`config.mk`:
```
export PLATFORM = sky130hd
export DESIGN_NAME = ex_mul_unit
export DESIGN_NICKNAME = d
export VERILOG_FILES = /design/src/rtl/ex_mul_unit.sv
export SDC_FILE = /design/constraint.sdc
export NUM_CORES = 1
export LEC_CHECK = 0
export BUFFER_PORTS_ARGS = -buffer_cell sky130_fd_sc_hd__buf_2
export CORE_MARGIN = 2
export CORE_UTILIZATION = 50
export CTS_CLUSTER_SIZE = 12
export DETAILED_ROUTE_END_ITERATION = 8
export PLACE_DENSITY = 0.67
export RECOVER_POWER = 100
export SLEW_MARGIN = 10
export SYNTH_ARGS = -nofsm -noshare
export SYNTH_HDL_FRONTEND = slang
export SYNTH_SLANG_ARGS = --single-unit
export TNS_END_PERCENT = 30
```
`constraint.sdc`:
```
create_clock -name clk_i -period 11 [get_ports clk_i]
set_input_delay 1.65 -clock clk_i [delete_from_list [all_inputs] [get_ports clk_i]]
set_output_delay 1.65 -clock clk_i [all_outputs]
set_load 0.01 [all_outputs]
```
`src/rtl/ex_mul_unit.sv`:
```
// ex_mul_unit -- iterative shift-add multiplier for the EX stage.
//
// Latches the ID/EX operands when a multiply arrives, accumulates one
// multiplier bit per cycle into a 2*WIDTH product and stalls the upstream
// pipeline while working. The product, destination register and write
// enable are presented for a single cycle in DONE.
//
// Ports
//   clk_i, rst_i          clock, synchronous active-high reset
//   start_i, signed_i     multiply request and operand signedness
//   data1_i, data2_i      multiplicand, multiplier
//   rd_i, RegWrite_i      destination register and write enable
//   flush_i               abort the current operation
//   stall_o, busy_o       pipeline freeze, FSM not idle
//   done_o                result valid this cycle
//   result_hi_o/_lo_o     upper/lower halves of the product
//   rd_o, RegWrite_o      latched destination, write enable gated by done_o
module ex_mul_unit #(
  parameter int WIDTH = 32,
  parameter int CNT_W = 6
) (
  input  logic             clk_i,
  input  logic             rst_i,
  input  logic             start_i,
  input  logic             signed_i,
  input  logic [WIDTH-1:0] data1_i,
  input  logic [WIDTH-1:0] data2_i,
  input  logic [4:0]       rd_i,
  input  logic             RegWrite_i,
  input  logic             flush_i,
  output logic             stall_o,
  output logic             busy_o,
  output logic             done_o,
  output logic [WIDTH-1:0] result_hi_o,
  output logic [WIDTH-1:0] result_lo_o,
  output logic [4:0]       rd_o,
  output logic             RegWrite_o
);

  typedef enum logic [1:0] {IDLE, RUN, DONE} state_t;

  state_t               state, state_nxt;
  logic [WIDTH-1:0]     mcand, mplier;
  logic [2*WIDTH-1:0]   acc, acc_nxt, prod;
  logic [CNT_W-1:0]     cnt;
  logic                 neg, rw_q, last, accept;
  logic [4:0]           rd_q;
  logic [WIDTH-1:0]     res_hi, res_lo;

  // Magnitude of a possibly signed operand; the most negative value maps to
  // itself, which is its correct unsigned magnitude.
  function automatic logic [WIDTH-1:0] abs_val(input logic [WIDTH-1:0] v,
                                               input logic sgn);
    logic signed [WIDTH-1:0] s;
    logic signed [WIDTH-1:0] n;
    s = $signed(v);
    n = -s;
    abs_val = (sgn && (s < 0)) ? $unsigned(n) : v;
  endfunction

  // Two's-complement of the product when the signs differed; carry dropped.
  function automatic logic [2*WIDTH-1:0] neg_prod(input logic [2*WIDTH-1:0] v,
                                                  input logic en);
    logic signed [2*WIDTH-1:0] s;
    logic signed [2*WIDTH-1:0] n;
    s = $signed(v);
    n = -s;
    neg_prod = en ? $unsigned(n) : v;
  endfunction

  assign last    = (cnt == CNT_W'(WIDTH-1));
  assign accept  = (state == IDLE) && start_i && !flush_i;
  assign acc_nxt = acc + (mplier[0] ? ({{WIDTH{1'b0}}, mcand} << cnt)
                                    : {(2*WIDTH){1'b0}});
  assign prod    = neg_prod(acc_nxt, neg);

  always_comb begin
    state_nxt = state;
    case (state)
      IDLE:    if (accept) state_nxt = RUN;
      RUN:     if (flush_i) state_nxt = IDLE;
               else if (last) state_nxt = DONE;
      DONE:    state_nxt = IDLE;
      default: state_nxt = IDLE;
    endcase
  end

  always_comb begin
    stall_o    = !rst_i && (accept || (state == RUN));
    busy_o     = (state != IDLE);
    done_o     = (state == DONE) && !flush_i;
    RegWrite_o = done_o && rw_q;
  end

  always_ff @(posedge clk_i) begin
    if (rst_i) state <= IDLE;
    else       state <= state_nxt;
  end

  // Operand capture on accept, one shift-add step per RUN cycle, and the
  // final (sign-corrected) product captured on the last RUN cycle.
  always_ff @(posedge clk_i) begin
    if (rst_i) begin
      mcand  <= '0;
      mplier <= '0;
      acc    <= '0;
      cnt    <= '0;
      neg    <= 1'b0;
      rd_q   <= '0;
      rw_q   <= 1'b0;
      res_hi <= '0;
      res_lo <= '0;
    end else if (accept) begin
      mcand  <= abs_val(data1_i, signed_i);
      mplier <= abs_val(data2_i, signed_i);
      neg    <= signed_i && (data1_i[WIDTH-1] ^ data2_i[WIDTH-1]);
      rd_q   <= rd_i;
      rw_q   <= RegWrite_i;
      acc    <= '0;
      cnt    <= '0;
    end else if ((state == RUN) && !flush_i) begin
      acc    <= acc_nxt;
      mplier <= mplier >> 1;
      cnt    <= cnt + CNT_W'(1);
      if (last) begin
        res_hi <= prod[2*WIDTH-1:WIDTH];
        res_lo <= prod[WIDTH-1:0];
      end
    end
  end

  assign result_hi_o = res_hi;
  assign result_lo_o = res_lo;
  assign rd_o        = rd_q;

endmodule

```
==> flow_metrics.env <==
export IMPL_status="complete, but fails checks"
export IMPL_violations="capacitance limit, slew limit"
export IMPL_holdPathStages=2
export IMPL_antenna_found_initial=0
export IMPL_endpoint_kind="flip-flop"
export IMPL_nNetsFinal=2577
export IMPL_utilization_pct=55.5
export IMPL_fmax_mhz=114
export IMPL_clock_path_buffers=3
export IMPL_clockPowerShare_pct=45.9
export IMPL_hold_start="result_hi_o[19]"
export IMPL_synth_cell_types=92
export IMPL_tightestPinTransition_ps=4960
export IMPL_insertion_delay_ps=570
export IMPL_relSlewSlack_pct=-231
export IMPL_setup_viol=0
export IMPL_p_int_mw=1.39
export IMPL_reg2reg_depth=23
export IMPL_dr_pass1_iters=7
export IMPL_p_sw_share_pct=28.8
export IMPL_r2r_end="result_hi_o[31]"
export IMPL_vias_per_cell=6.27
export IMPL_post_cts_buffers=0
export IMPL_clock_sinks=207
export IMPL_drc=0
export IMPL_cts_buffers_inserted=26
export IMPL_ir_worst_vdd_mv=0.105
export IMPL_fp_coreArea_um2=33700
export IMPL_synthCells=2407
export IMPL_port_buffers=147
export IMPL_dp_cells=2854
export IMPL_reg2reg_setup_slack_ps=2220
export IMPL_drive_gt1_share_pct=7.91
export IMPL_power_mw=1.96
export IMPL_sequentialPowerShare_pct=40.2
export IMPL_hpwlAfterDp_um=46100
export IMPL_path_class="reg2reg"
export IMPL_required_ps=11280
export IMPL_antenna_cells=0
export IMPL_track_usage_pct=33.0
export IMPL_cts_tree="yes"
export IMPL_row_count=67
export IMPL_critPathMaxFanout=47
export IMPL_leakagePower_nw=6.75
export IMPL_cp_start_kind="flip-flop"
export IMPL_clockRootBuffer="clkbuf_16"
export IMPL_dieArea_um2=35900
export IMPL_gp_congestion=1.02
export IMPL_maxSlewViolCount=332
export IMPL_cts_resized=0
export IMPL_grt_start_max_net_pins=83
export IMPL_cts_hold_buf=0
export IMPL_fin_crit_ps=8780
export IMPL_synth_seq_cells=207
export IMPL_grt_pass1_wl_um=94600
export IMPL_period_share_pct=79.8
export IMPL_io_pins=148
export IMPL_power_switching_mw=0.564
export IMPL_fp_dieW_um=190
export IMPL_cts_htree_levels=1
export IMPL_synth_net_count=2550
export IMPL_synth_edf_count=0
export IMPL_fin_setup_tns_ps=0
export IMPL_async_flop_share_pct=0
export IMPL_instances_no_fill=2901
export IMPL_synth_area_um2=17200
export IMPL_wl_per_cell_um=20.9
export IMPL_rr_startpoint="cnt[1]"
export IMPL_routed_via_count=18200
export IMPL_worstPathArrival_ps=9060
export IMPL_first_iter_violations=1522
export IMPL_area_growth_pct=8.74
export IMPL_antenna_left=0
export IMPL_rsz0062_at_grt="no"
export IMPL_yosys_warnings=0
export IMPL_wirelength_um=60700
export IMPL_grt_overflow=0
export IMPL_syn_avg_cell_area_um2=7.15
export IMPL_skew_ps=26.4
export IMPL_p_per_area_nw_per_um2=105
export IMPL_maxCapViolCount=5
export IMPL_first_global_vias=16700
export IMPL_ys_flop_type="dfxtp_1"
export IMPL_initial_core_util_pct=51.1
export IMPL_finalHoldViolations=0
export IMPL_synth_seq_area_share_pct=24.1
export IMPL_die_y_um=190
export IMPL_p_comb_share_pct=13.9
export IMPL_hold_class="reg2reg"
export IMPL_min_to="result_hi_o[19]"
export IMPL_clk_pin_slew_ps=60
==> synth_stat cells (16+ instances only) <==
cell type	number	area (um^2)
a21oi_1	214	1070
a31oi_1	17	106
nand2_1	408	1530
mux2i_1	44	440
dfxtp_1	207	4140
buf_1	21	78.8
nor2_1	325	1220
o21ai_0	113	566
or3_1	23	144
nand3_1	43	215
a311oi_1	43	377
o21a_1	23	173
xnor2_1	72	631
o22ai_1	22	138
o31ai_1	21	158
nand4_1	42	263
inv_1	24	90.1
a21o_1	21	158
ha_1	67	838
a211oi_1	83	623
clkbuf_1	131	492
nor3_1	40	200
and2_1	30	188
mux4_2	16	360
xor2_1	89	780
nor4_1	20	125
==> critical path, cell delays in order, from the launching register on <==
cell      delay, ps
dfxtp_1        1570
mux2_1          420
nand2_1          70
o21ai_0         310
o21ai_0         520
nor2_1           80
a21oi_1         190
mux2_2          180
o22ai_1         100
and2_0          220
ha_1            470
a21oi_1         300
o21a_1          230
o211ai_1        240
o21ai_0         640
nand2_1         210
xor2_1          220
nor4b_1         700
nand4_1         410
nor4_1          800
a41oi_1         240
xnor2_1         180
nand2_1          90
a21oi_1          80
==> cell families after synthesis <==
kind of cell	count (synthesis)	share of synthesized area, %
fa+ha+maj	68	4.99
xor+xnor	161	8.19
buf+inv	190	4.29
simple gates	1016	26.4
mux	75	5.63
flops	207	24.1
compound gates	690	26.4
==> how the worst max path moves through the flow <==
stage                       from         endpoint  slack, ps
after global placement    cnt[1]  result_hi_o[31]       3670
after CTS                 cnt[1]  result_hi_o[31]       3530
after global routing      cnt[1]  result_hi_o[29]       1650
after floorplan           cnt[0]  result_hi_o[25]       4600
final                     cnt[1]  result_hi_o[31]       2220
after detailed placement  cnt[1]  result_hi_o[31]       3560
==> registers in the layout, indices dropped and copies added, names as in the netlist <==
register and cells:
acc 64, cnt 6, mcand 32, mplier 32, neg 1, rd_o 5, result_hi_o 32, result_lo_o 32
rw_q 1, state 2
==> per-layer routing <==
layer	share of wire (%)	GRT usage, %	vias up	wire length (um)
met5	0	0	-	0
met4	4.2	13.0	0	2520
met2	43	52.0	836	26400
li1	-	-	8755	-
met3	7.7	4.26	140	4680
met1	45	45.8	8445	27100
==> power by group through the flow <==
stage,sequential [mW],combinational (mW),clock (mW)
finish,0.786,0.272,0.898
global route,0.789,0.299,0.936
CTS,0.786,0.275,0.910
detailed placement,0.802,0.273,0
global placement,0.802,0.270,0
floorplan,0.795,0.188,0
==> cell type report <==
| type | count | area [um^2] |
|---|---|---|
| Clock inverter | 15 | 179 |
| Tap cell | 448 | 561 |
| Clock buffer | 32 | 713 |
| Timing Repair Buffer | 164 | 757 |
| Fill cell | 3390 | 15000 |
| Inverter | 25 | 93.8 |
| Sequential cell | 207 | 4150 |
| Multi-Input combinational cell | 2010 | 12300 |
==> layout by cell type, fill, tap and decap left out, types with 23 or more instances in the layout <==
master	count
a211oi_1	83
a21oi_1	214
a311oi_1	43
and2_1	26
buf_2	71
clkbuf_1	81
clkbuf_16	26
dfxtp_1	205
ha_1	67
inv_1	24
mux2i_1	44
nand2_1	407
nand3_1	43
nand4_1	43
nor2_1	324
nor3_1	40
o21a_1	23
o21ai_0	116
or3_1	23
xnor2_1	72
xor2_1	89
==> metrics by stage <==
stage	area [um^2]	hold slack, ps	setup slack, ps
floorplan	17200	432	4600
global placement	18000	436	3670
detailed placement	18000	442	3560
CTS	18900	450	3530
global route	18700	463	1650
finish	18700	450	2220
(Power assumes the default switching activity.)
